[src/rtl/rgen_host_if_pkg.sv]
// Shared types and constants for the register-generator host interfaces.
package rgen_host_if_pkg;

  typedef enum logic [1:0] {
    IDLE     = 2'd0,
    BUSY     = 2'd1,
    RESPONSE = 2'd2
  } state_t;

  // Bit of the local status word that flags an error response.
  localparam int STATUS_ERROR_BIT = 0;

  // APB PPROT bit positions.
  localparam int PPROT_PRIVILEGED = 0;
  localparam int PPROT_NONSECURE  = 1;

endpackage

[src/rtl/rgen_host_if_watchdog.sv]
// Response-timeout counter for host interfaces: counts enabled cycles since the
// last clear and flags expiry on the LIMIT-th enabled cycle.
module rgen_host_if_watchdog #(
  parameter int LIMIT = 8
) (
  input  logic clk,
  input  logic rst_n,
  input  logic clear,
  input  logic enable,
  output logic expire
);

  localparam int CW = (LIMIT > 0) ? (($clog2(LIMIT + 1) > 0) ? $clog2(LIMIT + 1) : 1) : 1;
  localparam logic [CW-1:0] LAST = (LIMIT > 0) ? CW'(LIMIT - 1) : '0;

  logic [CW-1:0] count_q;

  assign expire = enable && (count_q == LAST);

  // Count enabled cycles; hold at the terminal value so the counter never wraps.
  always_ff @(posedge clk or negedge rst_n) begin
    if (!rst_n) begin
      count_q <= '0;
    end else if (clear) begin
      count_q <= '0;
    end else if (enable && !expire) begin
      count_q <= count_q + CW'(1);
    end
  end

endmodule

[src/rtl/rgen_host_if_apb_buffered.sv]
// APB host interface with registered command and response stages, PPROT
// filtering and an optional response watchdog.
//
//   state    | meaning
//   ---------+---------------------------------------------------------------
//   IDLE     | waiting for an APB setup phase; captures address/data/mask
//   BUSY     | local command presented, waiting for response or timeout
//   RESPONSE | o_pready pulsed for one cycle with captured prdata/pslverr
module rgen_host_if_apb_buffered
  import rgen_host_if_pkg::*;
#(
  parameter int DATA_WIDTH          = 32,
  parameter int HOST_ADDRESS_WIDTH  = 16,
  parameter int LOCAL_ADDRESS_WIDTH = 16,
  parameter int TIMEOUT_CYCLES      = 0,
  parameter int PRIVILEGED_ONLY     = 0,
  parameter int SECURE_ONLY         = 0
) (
  input  logic                           clk,
  input  logic                           rst_n,
  input  logic [HOST_ADDRESS_WIDTH-1:0]  i_paddr,
  input  logic [2:0]                     i_pprot,
  input  logic                           i_psel,
  input  logic                           i_penable,
  input  logic                           i_pwrite,
  input  logic [DATA_WIDTH-1:0]          i_pwdata,
  input  logic [DATA_WIDTH/8-1:0]        i_pstrb,
  output logic                           o_pready,
  output logic [DATA_WIDTH-1:0]          o_prdata,
  output logic                           o_pslverr,
  output logic                           o_command_valid,
  output logic                           o_write,
  output logic                           o_read,
  output logic [LOCAL_ADDRESS_WIDTH-1:0] o_address,
  output logic [DATA_WIDTH-1:0]          o_write_data,
  output logic [DATA_WIDTH-1:0]          o_write_mask,
  input  logic                           i_response_ready,
  input  logic [DATA_WIDTH-1:0]          i_read_data,
  input  logic [1:0]                     i_status
);

  localparam int STRB_WIDTH = DATA_WIDTH / 8;

  state_t state_q, state_d;

  logic                           write_q, write_d;
  logic [LOCAL_ADDRESS_WIDTH-1:0] address_d;
  logic [DATA_WIDTH-1:0]          write_data_d;
  logic [DATA_WIDTH-1:0]          write_mask_d;
  logic                           command_valid_d;
  logic                           write_cmd_d;
  logic                           read_cmd_d;
  logic                           pready_d;
  logic                           pslverr_d;
  logic [DATA_WIDTH-1:0]          prdata_d;

  logic [DATA_WIDTH-1:0]          strobe_mask;
  logic                           setup_phase;
  logic                           prot_violation;
  logic                           timeout_expire;

  // Upper host address bits, PPROT[2] and status[1] have no function here.
  logic unused_inputs;
  assign unused_inputs = ^{i_paddr, i_pprot, i_status};

  assign setup_phase    = i_psel && !i_penable;
  assign prot_violation = ((PRIVILEGED_ONLY != 0) && !i_pprot[PPROT_PRIVILEGED]) ||
                          ((SECURE_ONLY != 0) && i_pprot[PPROT_NONSECURE]);

  // Expand byte strobes into a per-bit write mask.
  always_comb begin
    strobe_mask = '0;
    for (int i = 0; i < STRB_WIDTH; i++) begin
      strobe_mask[8*i +: 8] = {8{i_pstrb[i]}};
    end
  end

  generate
    if (TIMEOUT_CYCLES != 0) begin : g_watchdog
      rgen_host_if_watchdog #(
        .LIMIT (TIMEOUT_CYCLES)
      ) u_watchdog (
        .clk    (clk),
        .rst_n  (rst_n),
        .clear  (state_q != BUSY),
        .enable (state_q == BUSY),
        .expire (timeout_expire)
      );
    end else begin : g_no_watchdog
      assign timeout_expire = 1'b0;
    end
  endgenerate

  // Next-state and next-output decode; every output is registered below.
  always_comb begin
    state_d         = state_q;
    write_d         = write_q;
    address_d       = o_address;
    write_data_d    = o_write_data;
    write_mask_d    = o_write_mask;
    command_valid_d = 1'b0;
    write_cmd_d     = 1'b0;
    read_cmd_d      = 1'b0;
    pready_d        = 1'b0;
    pslverr_d       = 1'b0;
    prdata_d        = o_prdata;

    case (state_q)
      IDLE: begin
        if (setup_phase) begin
          address_d    = i_paddr[LOCAL_ADDRESS_WIDTH-1:0];
          write_data_d = i_pwdata;
          write_mask_d = strobe_mask;
          write_d      = i_pwrite;
          if (prot_violation) begin
            state_d   = RESPONSE;
            pready_d  = 1'b1;
            pslverr_d = 1'b1;
            prdata_d  = '0;
          end else begin
            state_d         = BUSY;
            command_valid_d = 1'b1;
            write_cmd_d     = i_pwrite;
            read_cmd_d      = !i_pwrite;
          end
        end
      end

      BUSY: begin
        // A response on the timeout cycle still counts as a normal completion.
        if (i_response_ready) begin
          state_d   = RESPONSE;
          pready_d  = 1'b1;
          pslverr_d = i_status[STATUS_ERROR_BIT];
          prdata_d  = write_q ? '0 : i_read_data;
        end else if (timeout_expire) begin
          state_d   = RESPONSE;
          pready_d  = 1'b1;
          pslverr_d = 1'b1;
          prdata_d  = '0;
        end else begin
          command_valid_d = 1'b1;
          write_cmd_d     = write_q;
          read_cmd_d      = !write_q;
        end
      end

      RESPONSE: begin
        state_d = IDLE;
      end

      default: begin
        state_d = IDLE;
      end
    endcase
  end

  // State and output registers.
  always_ff @(posedge clk or negedge rst_n) begin
    if (!rst_n) begin
      state_q         <= IDLE;
      write_q         <= 1'b0;
      o_address       <= '0;
      o_write_data    <= '0;
      o_write_mask    <= '0;
      o_command_valid <= 1'b0;
      o_write         <= 1'b0;
      o_read          <= 1'b0;
      o_pready        <= 1'b0;
      o_pslverr       <= 1'b0;
      o_prdata        <= '0;
    end else begin
      state_q         <= state_d;
      write_q         <= write_d;
      o_address       <= address_d;
      o_write_data    <= write_data_d;
      o_write_mask    <= write_mask_d;
      o_command_valid <= command_valid_d;
      o_write         <= write_cmd_d;
      o_read          <= read_cmd_d;
      o_pready        <= pready_d;
      o_pslverr       <= pslverr_d;
      o_prdata        <= prdata_d;
    end
  end

endmodule

[config.mk]
export PLATFORM = sky130hd
export DESIGN_NAME = rgen_host_if_apb_buffered
export DESIGN_NICKNAME = d
export VERILOG_FILES = /design/src/rtl/rgen_host_if_pkg.sv /design/src/rtl/rgen_host_if_watchdog.sv /design/src/rtl/rgen_host_if_apb_buffered.sv
export SDC_FILE = /design/constraint.sdc
export NUM_CORES = 1
export LEC_CHECK = 0
export BUFFER_PORTS_ARGS = -buffer_cell sky130_fd_sc_hd__buf_2
export CAP_MARGIN = 20
export CORE_UTILIZATION = 44
export CTS_BUF_LIST = sky130_fd_sc_hd__clkbuf_8 sky130_fd_sc_hd__clkbuf_16
export DETAILED_ROUTE_END_ITERATION = 12
export GPL_TIMING_DRIVEN = 0
export PLACE_DENSITY = 0.77
export SLEW_MARGIN = 20
export SYNTH_ARGS = -nofsm -noshare
export SYNTH_HDL_FRONTEND = slang
export SYNTH_SLANG_ARGS = --single-unit
[constraint.sdc]
create_clock -name clk -period 2.22 [get_ports clk]
set_clock_uncertainty 0.05 [all_clocks]
set_input_delay 0.444 -clock clk [delete_from_list [all_inputs] [get_ports clk]]
set_output_delay 0.444 -clock clk [all_outputs]
set_load 0.03 [all_outputs]
# == After elaboration in Yosys (flattened, before gate mapping) ==
# Cells that the tools add are included.
# word_totals
word_cells,39
regBits,113
output_inout_bits,117
in_bits,95
# op_classes
mux,17
eq_ne,3
reduce_logical,8
# ops
cell,count
2-to-1 mux 32 bit,1
2-to-1 mux 1 bit,10
case mux 1 bit (2 select lines),3
AND reduction 2 bit,3
2-to-1 mux 2 bit,2
!= test 2 bit (second input constant),2
case mux 2 bit (2 select lines),1
logical NOT 1 bit,3
equality test 2 x 1 -> 1 bit (second input constant),1
logical NOT 2 bit,1
logical AND 1 bit,1

# == Depth between registers and ports, before layout ==
# Gate-level depths: netlist (run 1).
# logic_depth
ltp_word,4
mapped_depth,4
ltp_nobuf,2

# == Worst setup path after synthesis (run 1) ==
# No wires, ideal clock.
# synth_timing
path_type,register to register
start,register state_q[1]
end,register o_write_data[19]
setup_ns,0.125
n_path_buf,1
required_ns,2.045
arrival_time_ns,1.480
path_stages_with_launch,4
setup_slack_ns,0.565
synth_period_minus_slack_ns,1.655
cell_sequence,dfrtp_1 > nor4b_4 > buf_6 > mux2_2
# synth_via
elab_chain_len,2
# synth_rtl
item,line,rtl
start: declaration,rgen_host_if_apb_buffered.sv:44,"state_t state_q, state_d;"
start signal: assignment,rgen_host_if_apb_buffered.sv:173,state_q <= state_d;
logical NOT 2 bit,rgen_host_if_apb_buffered.sv:108,case (state_q)
AND reduction 2 bit (no line),--,
end signal: assignment,rgen_host_if_apb_buffered.sv:176,o_write_data <= write_data_d;
end: declaration,rgen_host_if_apb_buffered.sv:35,"output logic [DATA_WIDTH-1:0] o_write_data,"
# No other way between the ends.
# A chain may end at the register's enable or synchronous reset.

# == Worst setup path in the final report (run 1) ==
# layout_timing
start,register state_q[1]
end,register o_write_data[13]
# The elaborated chain is that of the path after synthesis.

==> results_dict.tcl, run 1 <==
set metrics [dict create \
    worstMarginPinSlew_ns 0.694 \
    antenna_cells 0 \
    synth_edf_count 0 \
    coreArea_sq_um 8340 \
    place_hpwl_um 6360 \
    grt_overflow_total 0 \
    placed_cells 574 \
    post_cts_buffers 0 \
    min_path_type "in2reg" \
    syn_to_final_growth_pct 36.1 \
    period_share 0.844 \
    drc 0 \
    initial_core_util 0.462 \
    clock_path_buffers 2 \
    syn-cell-area_sq_um 3850 \
    ir_drop_mv 0.565 \
    grt_pass1_vias 2691 \
    period_needed_ns 1.87 \
    grt_max_degree 67 \
    path_clk_slew_ns 0.08 \
    wire_per_inst_um 14.1 \
    path_max_fanout 10 \
    vias_per_cell 4.66 \
    end_kind "flip-flop" \
    root_buffer "clkbuf_8" \
    async_reset_ff_frac 1.00 \
    setup-tns-final_ns 0 \
    dieArea_sq_um 9130 \
    slew_headroom 0.536 \
    die-height_um 95.5 \
    fp-row-count 33 \
    routed_wl_um 8300 \
    h-tree-depth 3 \
    via_count 2740 \
    pre_cts_ws_ns 0.270 \
    grt_pass1_wl_um 12800 \
    timing.final.ws_setup_ns 0.346 \
    grt_usage 0.187 \
    drtAntennaViolNets 0 \
    slew_viol_final 0 \
    gp_congestion 0.775 \
    avgSynthCellArea_sq_um 14.8 \
    top_level_ports 212 \
    p_leak_nw 2.75 \
    critPathKind "reg2reg" \
    dieWidth_um 95.5 \
    ys.flop_type "dfrtp_1" \
    clock_latency_ns 0.33 \
    synth_cells 261 \
    port_buffers 207 \
    ys_types 17 \
    setup_viol_count_final 0 \
    holdBufCountCts 1 \
    synth-seq-cells 92 \
    cp-start-kind "flip-flop" \
    cap_violations 0 \
    status "completed" \
    power.density_nw_per_um2 1250 \
    cts_tree "built" \
    antenna_found_initial 0 \
    final_common_cell "buf_2" \
    hold_violations 0 \
    r2r_slack_ns 0.35 \
    cts.repair.resized 0 \
    drive_above_1_share 0.706 \
    first_pass_iters 3 \
    cp.required_ns 2.38 \
    worstPathArrival_ns 2.04 \
    fin_nets 576 \
    ys_seq_area_frac 0.598 \
    synth_nets 356 \
    layout.cells.non_filler 588 \
    mostFrequentLayoutCells "buf_2 (210), dfrtp_1 (92), mux2_2 (81)" \
    rsz0062_at_grt "no" \
    fillers 687 \
    cts.sinks 92 \
    clock.fmax_mhz 534 \
    numCtsBuffers 9 \
    first_iter_violations 30 \
    yosys_warnings 0 \
]
synth_stat cells, types with 2 or more instances:
library cell / count / area, sq um
buf_4: 28 / 210
inv_1: 2 / 7.51
nand2_1: 2 / 7.51
mux2_1: 3 / 33.8
buf_6: 5 / 56.3
dfrtp_1: 92 / 2300
and3b_1: 2 / 17.5
o22ai_1: 2 / 12.5
clkbuf_1: 3 / 11.3
mux2_2: 81 / 912
buf_2: 4 / 20.0
nor2b_1: 32 / 200
metal layers:
layer  track usage  vias to the layer above  wire length [um]
li1              -                     1289                 -
met4        0.0983                        0               209
met1         0.204                     1310              3180
met3        0.0478                       17               615
met2         0.333                      124              4300
met5             0                        -                 0
power by group:
group	switching [mW]	leakage [nW]	total, mW	internal [mW]
registers	0.289	1.13	2.47	2.18
logic	1.92	1.53	3.03	1.11
clock network	0.516	0.0915	1.05	0.529
per-stage QoR:
stage | power, mW | hold slack [ns] | utilization | area [sq um]
after global placement | 5.47 | 0.416 | 0.602 | 5020
final | 6.54 | 0.246 | 0.628 | 5240
after global routing | 6.93 | 0.232 | 0.628 | 5240
after detailed placement | 5.57 | 0.275 | 0.606 | 5050
after CTS | 6.64 | 0.220 | 0.628 | 5240
after floorplan | 4.62 | 0.0984 | - | 3850
kinds of logic (layout without fill, tap and decap cells):
kind of cell           after synthesis  count (layout)  synth area share
DFF                                 92              92             0.598
and+or+nand+nor                     40              40            0.0712
AOI/OAI and AO/OA                    2               2           0.00325
buffers and inverters               42             264            0.0793
muxes                               85              85             0.248
path summary, 6_finish.rpt:
kind                       cells past startpoint                            to                startpoint
max                                            3  o_write_data[13]$_DFFE_PN0P_    state_q[1]$_DFFE_PN0P_
min                                            2              o_read$_DFF_PN0_                  i_pwrite
max reg2reg                                    3  o_write_data[13]$_DFFE_PN0P_    state_q[1]$_DFFE_PN0P_
min reg2reg                                    1      o_address[5]$_DFFE_PN0P_  o_address[5]$_DFFE_PN0P_
max in group asynchronous                      3        state_q[1]$_DFFE_PN0P_                     rst_n
min in group asynchronous                      2      o_prdata[27]$_DFFE_PN0P_                     rst_n
flip-flops by register name (all words and copies together) (netlist names):
register and flops:
o_write_data 32, o_write_mask 4, o_prdata 32, o_pslverr 1, o_address 16, o_write 1, write_q 1, state_q 2
o_pready 1, o_command_valid 1, o_read 1
layout make-up:
class                   instances  area [sq um]  area share
plain buffers                  40           298      0.0568
clock buffers                  10           138      0.0263
clock inverters                 3          41.3     0.00788
inverters                       2          7.51     0.00143
multi-input cells             127          1240       0.237
flip-flops and latches         92          2300       0.439
well taps                     105           131      0.0251
repair buffers                209          1080       0.206
worst max-delay path, stage by stage (launching register included):
cell and delay (ns):
dfrtp_1 0.43, nor4b_4 0.68, buf_6 0.25, mux2_2 0.35
Power figures use the tool's default switching activity.
==> inputs of run 2 (changes only) <==
Settings changed: CORE_UTILIZATION 44 to 40, PLACE_DENSITY 0.77 to 0.74.
Clock period 2.22 ns to 1.5 ns, I/O delays scaled along.
==> results_dict.tcl, run 2 (same netlist as run 1, synthesis figures left out) <==
set metrics [dict create \
    utilization 0.642 \
    first_iter_violations 35 \
    multi_input_area_sq_um 1330 \
    vias_per_cell 4.64 \
    place_area_sq_um 5080 \
    fillers 712 \
    seq_area_sq_um 2310 \
    top_level_ports 212 \
    numCtsBuffers 9 \
    antenna_cells 0 \
    crit_chain "buf_4 -> buf_6 -> and3b_2 -> buf_6 -> clkbuf_16 -> mux2_2" \
    clock.fmax_mhz 624 \
    port_buffers 207 \
    grt_pass1_wl_um 13600 \
    placed_cells 598 \
    routed_wl_um 9900 \
    min_path_type "in2reg" \
    p_int_mw 6.30 \
    grt_pass1_vias 2779 \
    layout.cells.non_filler 638 \
    grt_usage 0.176 \
    root_buffer "clkbuf_8" \
    clock_latency_ns 0.33 \
    mostFrequentLayoutCells "buf_2 (180), dfrtp_1 (86), buf_6 (64)" \
    cp_num_buf_inv 4 \
    clock_path_buffers 2 \
    fp-row-count 35 \
    crit_top_cell "buf_6" \
    p_leak_nw 3.07 \
    grt_overflow_total 0 \
    switchingPower_mw 4.35 \
    critPathKind "reg2reg" \
    ir_drop_mv 0.856 \
    timing.final.ws_setup_ns -0.103 \
    status "finished with violations" \
    wire_per_inst_um 15.5 \
    seqPwrFrac 0.343 \
    top_regs "o_prdata (32), o_write_data (32), o_address (16)" \
    slew_viol_final 0 \
    cts_tree "built" \
    cp-start-kind "flip-flop" \
    slowest_delay_ns 0.43 \
    swShare 0.409 \
    fin_total_pwr_mw 10.7 \
    crit_family "buffers and inverters" \
    end_kind "flip-flop" \
    pre_cts_ws_ns -0.408 \
    die-height_um 100 \
    drive_above_1_share 0.735 \
    violations "negative setup slack" \
    power.density_nw_per_um2 1790 \
    drc 0 \
    period_share 1.07 \
    combPwrFrac 0.506 \
    syn_to_final_growth_pct 54.7 \
    drtAntennaViolNets 0 \
    gp_congestion 0.759 \
    cap_violations 0 \
    setup_viol_count_final 84 \
    grt_max_degree 50 \
    finish.instance_area_sq_um 5960 \
    slew_headroom 0.691 \
    final_common_cell "buf_2" \
    fin_nets 599 \
    dieWidth_um 100 \
    worstPathArrival_ns 1.79 \
    period_needed_ns 1.60 \
    cp.required_ns 1.69 \
    cts.sinks 92 \
    setup-tns-final_ns -4.94 \
    place_hpwl_um 6470 \
    rsz0062_at_grt "yes" \
    worstMarginPinSlew_ns 0.463 \
    dieArea_sq_um 10000 \
    coreArea_sq_um 9280 \
    via_count 2962 \
    initial_core_util 0.415 \
    h-tree-depth 3 \
    cp_slowest_cell "dfrtp_2" \
    path_clk_slew_ns 0.09 \
    path_max_fanout 5 \
    hold_slack_ns 0.104 \
    antenna_found_initial 0 \
    first_pass_iters 4 \
    power.share.clock 0.150 \
    hold_violations 0 \
]
[run 2: cell types whose count changed in the layout (fill, tap and decap cells not counted), moves of 7 or more]
cell,change
buf_2,-30
buf_8,+7
mux2_2,-20
mux2_4,+21
buf_6,+58
buf_4,-16
[run 2: area by class of cell]
cell class                 instances  share of cell area
tap                              129              0.0271
clock buffer                       9              0.0208
buffer                            40              0.0758
clock inverter                     7              0.0103
sequential                        92               0.388
timing repair buffer             232               0.253
multi-input combinational        127               0.224
inverter                           2             0.00126
[run 2: timing repair]
action | 4_1_cts | 5_1_grt
hold buffers | 1 | 0
resized for setup | 29 | 122
setup buffers | 6 | 13
pin swaps | 1 | 1
setup endpoints to repair | 109 | 110
endpoints found under the hold margin | 43 | 0
gates cloned | 0 | 4
[run 2: layer usage]
| metal | GRT usage | up-vias | share of wire |
|---|---|---|---|
| li1 | - | 1347 | - |
| met3 | 0.0348 | 9 | 0.054 |
| met1 | 0.198 | 1482 | 0.40 |
| met2 | 0.326 | 124 | 0.54 |
| met4 | 0.0747 | 0 | 0.012 |
| met5 | 0 | - | 0 |
[run 2: path summary, 6_finish.rpt]
check	startpoint	slack, ns	depth (start not counted)	endpoint
hold reg to reg	o_address[4]$_DFFE_PN0P_	0.44	1	o_address[4]$_DFFE_PN0P_
setup / recovery	state_q[0]$_DFFE_PN0P_	-0.10	6	o_prdata[15]$_DFFE_PN0P_
setup reg to reg	state_q[0]$_DFFE_PN0P_	-0.10	6	o_prdata[15]$_DFFE_PN0P_
max in group asynchronous	rst_n	0.39	3	state_q[0]$_DFFE_PN0P_
min in group asynchronous	rst_n	0.39	2	o_prdata[17]$_DFFE_PN0P_
hold / removal	i_pwrite	0.10	2	o_read$_DFF_PN0_
[run 2: power groups by stage]
| stage | clock [mW] | sequential [mW] | combinational, mW |
|---|---|---|---|
| 2_1_floorplan | 0 | 5.19 | 1.65 |
| 3_3_place_gp | 0 | 3.65 | 4.44 |
| 3_5_place_dp | 0 | 3.72 | 4.51 |
| 4_1_cts | 1.66 | 3.68 | 4.62 |
| 5_1_grt | 1.76 | 3.76 | 5.66 |
| 6_report | 1.60 | 3.66 | 5.40 |
==> inputs of run 3 (changes only) <==
--- a/config.mk
+++ b/config.mk
@@ -8,9 +8,12 @@
 export BUFFER_PORTS_ARGS = -buffer_cell sky130_fd_sc_hd__buf_2
 export CAP_MARGIN = 20
-export CORE_UTILIZATION = 40
+export CELL_PAD_IN_SITES_DETAIL_PLACEMENT = 0
+export CELL_PAD_IN_SITES_GLOBAL_PLACEMENT = 2
+export CORE_MARGIN = 5
+export CORE_UTILIZATION = 25
 export CTS_BUF_LIST = sky130_fd_sc_hd__clkbuf_8 sky130_fd_sc_hd__clkbuf_16
 export DETAILED_ROUTE_END_ITERATION = 12
 export GPL_TIMING_DRIVEN = 0
-export PLACE_DENSITY = 0.74
+export PLACE_DENSITY = 0.75
 export SLEW_MARGIN = 20
 export SYNTH_ARGS = -nofsm -noshare
==> constraint.sdc (replaced) <==
create_clock -name clk -period 1.5 [get_ports clk]
set_clock_uncertainty 0.05 [all_clocks]
set_input_delay 0.15 -clock clk [delete_from_list [all_inputs] [get_ports clk]]
set_output_delay 0.15 -clock clk [all_outputs]
set_load 0.03 [all_outputs]
==> results_dict.tcl, run 3 (same netlist as run 1, synthesis figures left out) <==
set metrics [dict create \
    hold_slack_ns 0.0279 \
    end_kind "flip-flop" \
    root_buffer "clkbuf_16" \
    syn_to_final_growth_pct 66.6 \
    cp.required_ns 1.67 \
    mostFrequentLayoutCells "buf_2 (206), dfrtp_1 (90), mux2_4 (55)" \
    path_clk_slew_ns 0.06 \
    via_count 3015 \
    cp-start-kind "flip-flop" \
    antenna_found_initial 0 \
    first_iter_violations 42 \
    top_regs "o_prdata (32), o_write_data (32), o_address (16)" \
    cts.sinks 92 \
    critPathKind "reg2reg" \
    hold_violations 0 \
    seq_area_sq_um 2300 \
    vias_per_cell 4.10 \
    initial_core_util 0.254 \
    cp_slowest_cell "dfrtp_2" \
    p_leak_nw 3.29 \
    rsz0062_at_grt "yes" \
    violations "negative setup slack" \
    ir_drop_mv 0.948 \
    cap_violations 0 \
    status "finished with violations" \
    grt_max_degree 49 \
    grt_overflow_total 0 \
    grt_pass1_wl_um 17000 \
    p_int_mw 6.66 \
    pre_cts_ws_ns -0.481 \
    cp_num_buf_inv 2 \
    clock_latency_ns 0.33 \
    seqPwrFrac 0.336 \
    combPwrFrac 0.464 \
    clock_path_buffers 2 \
    routed_wl_um 11200 \
    power.density_nw_per_um2 1720 \
    antenna_cells 0 \
    setup_viol_count_final 65 \
    first_pass_iters 3 \
    fin_nets 639 \
    layout.cells.non_filler 736 \
    worstMarginPinSlew_ns 0.457 \
    period_share 1.06 \
    slew_headroom 0.696 \
    power.share.clock 0.201 \
    slew_viol_final 0 \
    place_hpwl_um 7730 \
    crit_chain "nor4b_4 -> buf_6 -> buf_12 -> mux2_2" \
    wire_per_inst_um 15.3 \
    switchingPower_mw 4.34 \
    numCtsBuffers 9 \
    min_path_type "in2reg" \
    utilization 0.423 \
    crit_family "flip-flops" \
    clock.fmax_mhz 631 \
    fillers 1430 \
    gp_congestion 0.716 \
    drc 0 \
    dieArea_sq_um 18000 \
    drtAntennaViolNets 0 \
    coreArea_sq_um 15100 \
    period_needed_ns 1.58 \
    h-tree-depth 3 \
    dieWidth_um 134 \
    top_level_ports 212 \
    grt_usage 0.119 \
    grt_pass1_vias 3336 \
    placed_cells 657 \
    multi_input_area_sq_um 1450 \
    fp-row-count 45 \
    timing.final.ws_setup_ns -0.0848 \
    worstPathArrival_ns 1.76 \
    drive_above_1_share 0.655 \
    port_buffers 207 \
    slowest_delay_ns 0.44 \
    final_common_cell "buf_2" \
    cts_tree "built" \
    die-height_um 134 \
    swShare 0.394 \
    setup-tns-final_ns -3.25 \
    path_max_fanout 10 \
]
[run 3: cell count changes in the layout (fill, tap and decap cells not counted), sizes merged]
cell and delta:
clkbuf +2, clkinvlp -2, buf -14, dlygate4sd3 +53
[run 3: path summary, 6_finish.rpt]
path,to,start,depth (start not counted),slack (ns)
worst min register to register,o_write_data[18]$_DFFE_PN0P_,o_write_data[18]$_DFFE_PN0P_,1,0.45
worst max register to register,o_write_data[4]$_DFFE_PN0P_,state_q[0]$_DFFE_PN0P_,4,-0.08
worst max-delay path,o_write_data[4]$_DFFE_PN0P_,state_q[0]$_DFFE_PN0P_,4,-0.08
max in group asynchronous,state_q[0]$_DFFE_PN0P_,rst_n,3,0.56
worst min-delay path,o_address[14]$_DFFE_PN0P_,i_paddr[14],2,0.03
min in group asynchronous,o_prdata[10]$_DFFE_PN0P_,rst_n,2,0.25
[run 3: power groups by stage]
stage               clock network [mW]  logic (mW)  registers (mW)
floorplan                            0        1.65            5.19
global placement                     0        4.55            3.66
detailed placement                   0        4.58            3.72
CTS                               2.32        4.80            3.69
global route                      2.41        5.36            3.82
finish                            2.21        5.10            3.69
[run 3: timing repair]
action / 4_1_cts / 5_1_grt
hold endpoints to repair: 96 / 1
setup endpoints to repair: 83 / 83
gates cloned: 0 / 4
hold buffers: 53 / 1
gates resized for setup: 29 / 54
setup buffers: 4 / 3
pin swaps: 1 / 1
[run 3: cell type report]
| type | count | share of cell area |
|---|---|---|
| sequential | 92 | 0.359 |
| multi-input combinational | 127 | 0.226 |
| buffer | 39 | 0.0568 |
| inverter | 2 | 0.00117 |
| clock buffer | 10 | 0.0373 |
| timing repair buffer | 273 | 0.275 |
| clock inverter | 5 | 0.00722 |
| tap | 188 | 0.0367 |
[run 3: metal layers]
layer  vias to the layer above  track usage  part of all wire
met1                      1459        0.125              0.40
li1                       1424            -                 -
met5                         -            0                 0
met3                         6       0.0574             0.093
met4                         0       0.0300            0.0071
met2                       126        0.216              0.50
[run 3: through the flow]
stage | total power [mW] | area, sq um
after floorplan | 6.84 | 3850
after global placement | 8.21 | 5120
after detailed placement | 8.30 | 5150
after CTS | 10.8 | 6090
after global routing | 11.6 | 6410
final | 11.0 | 6410
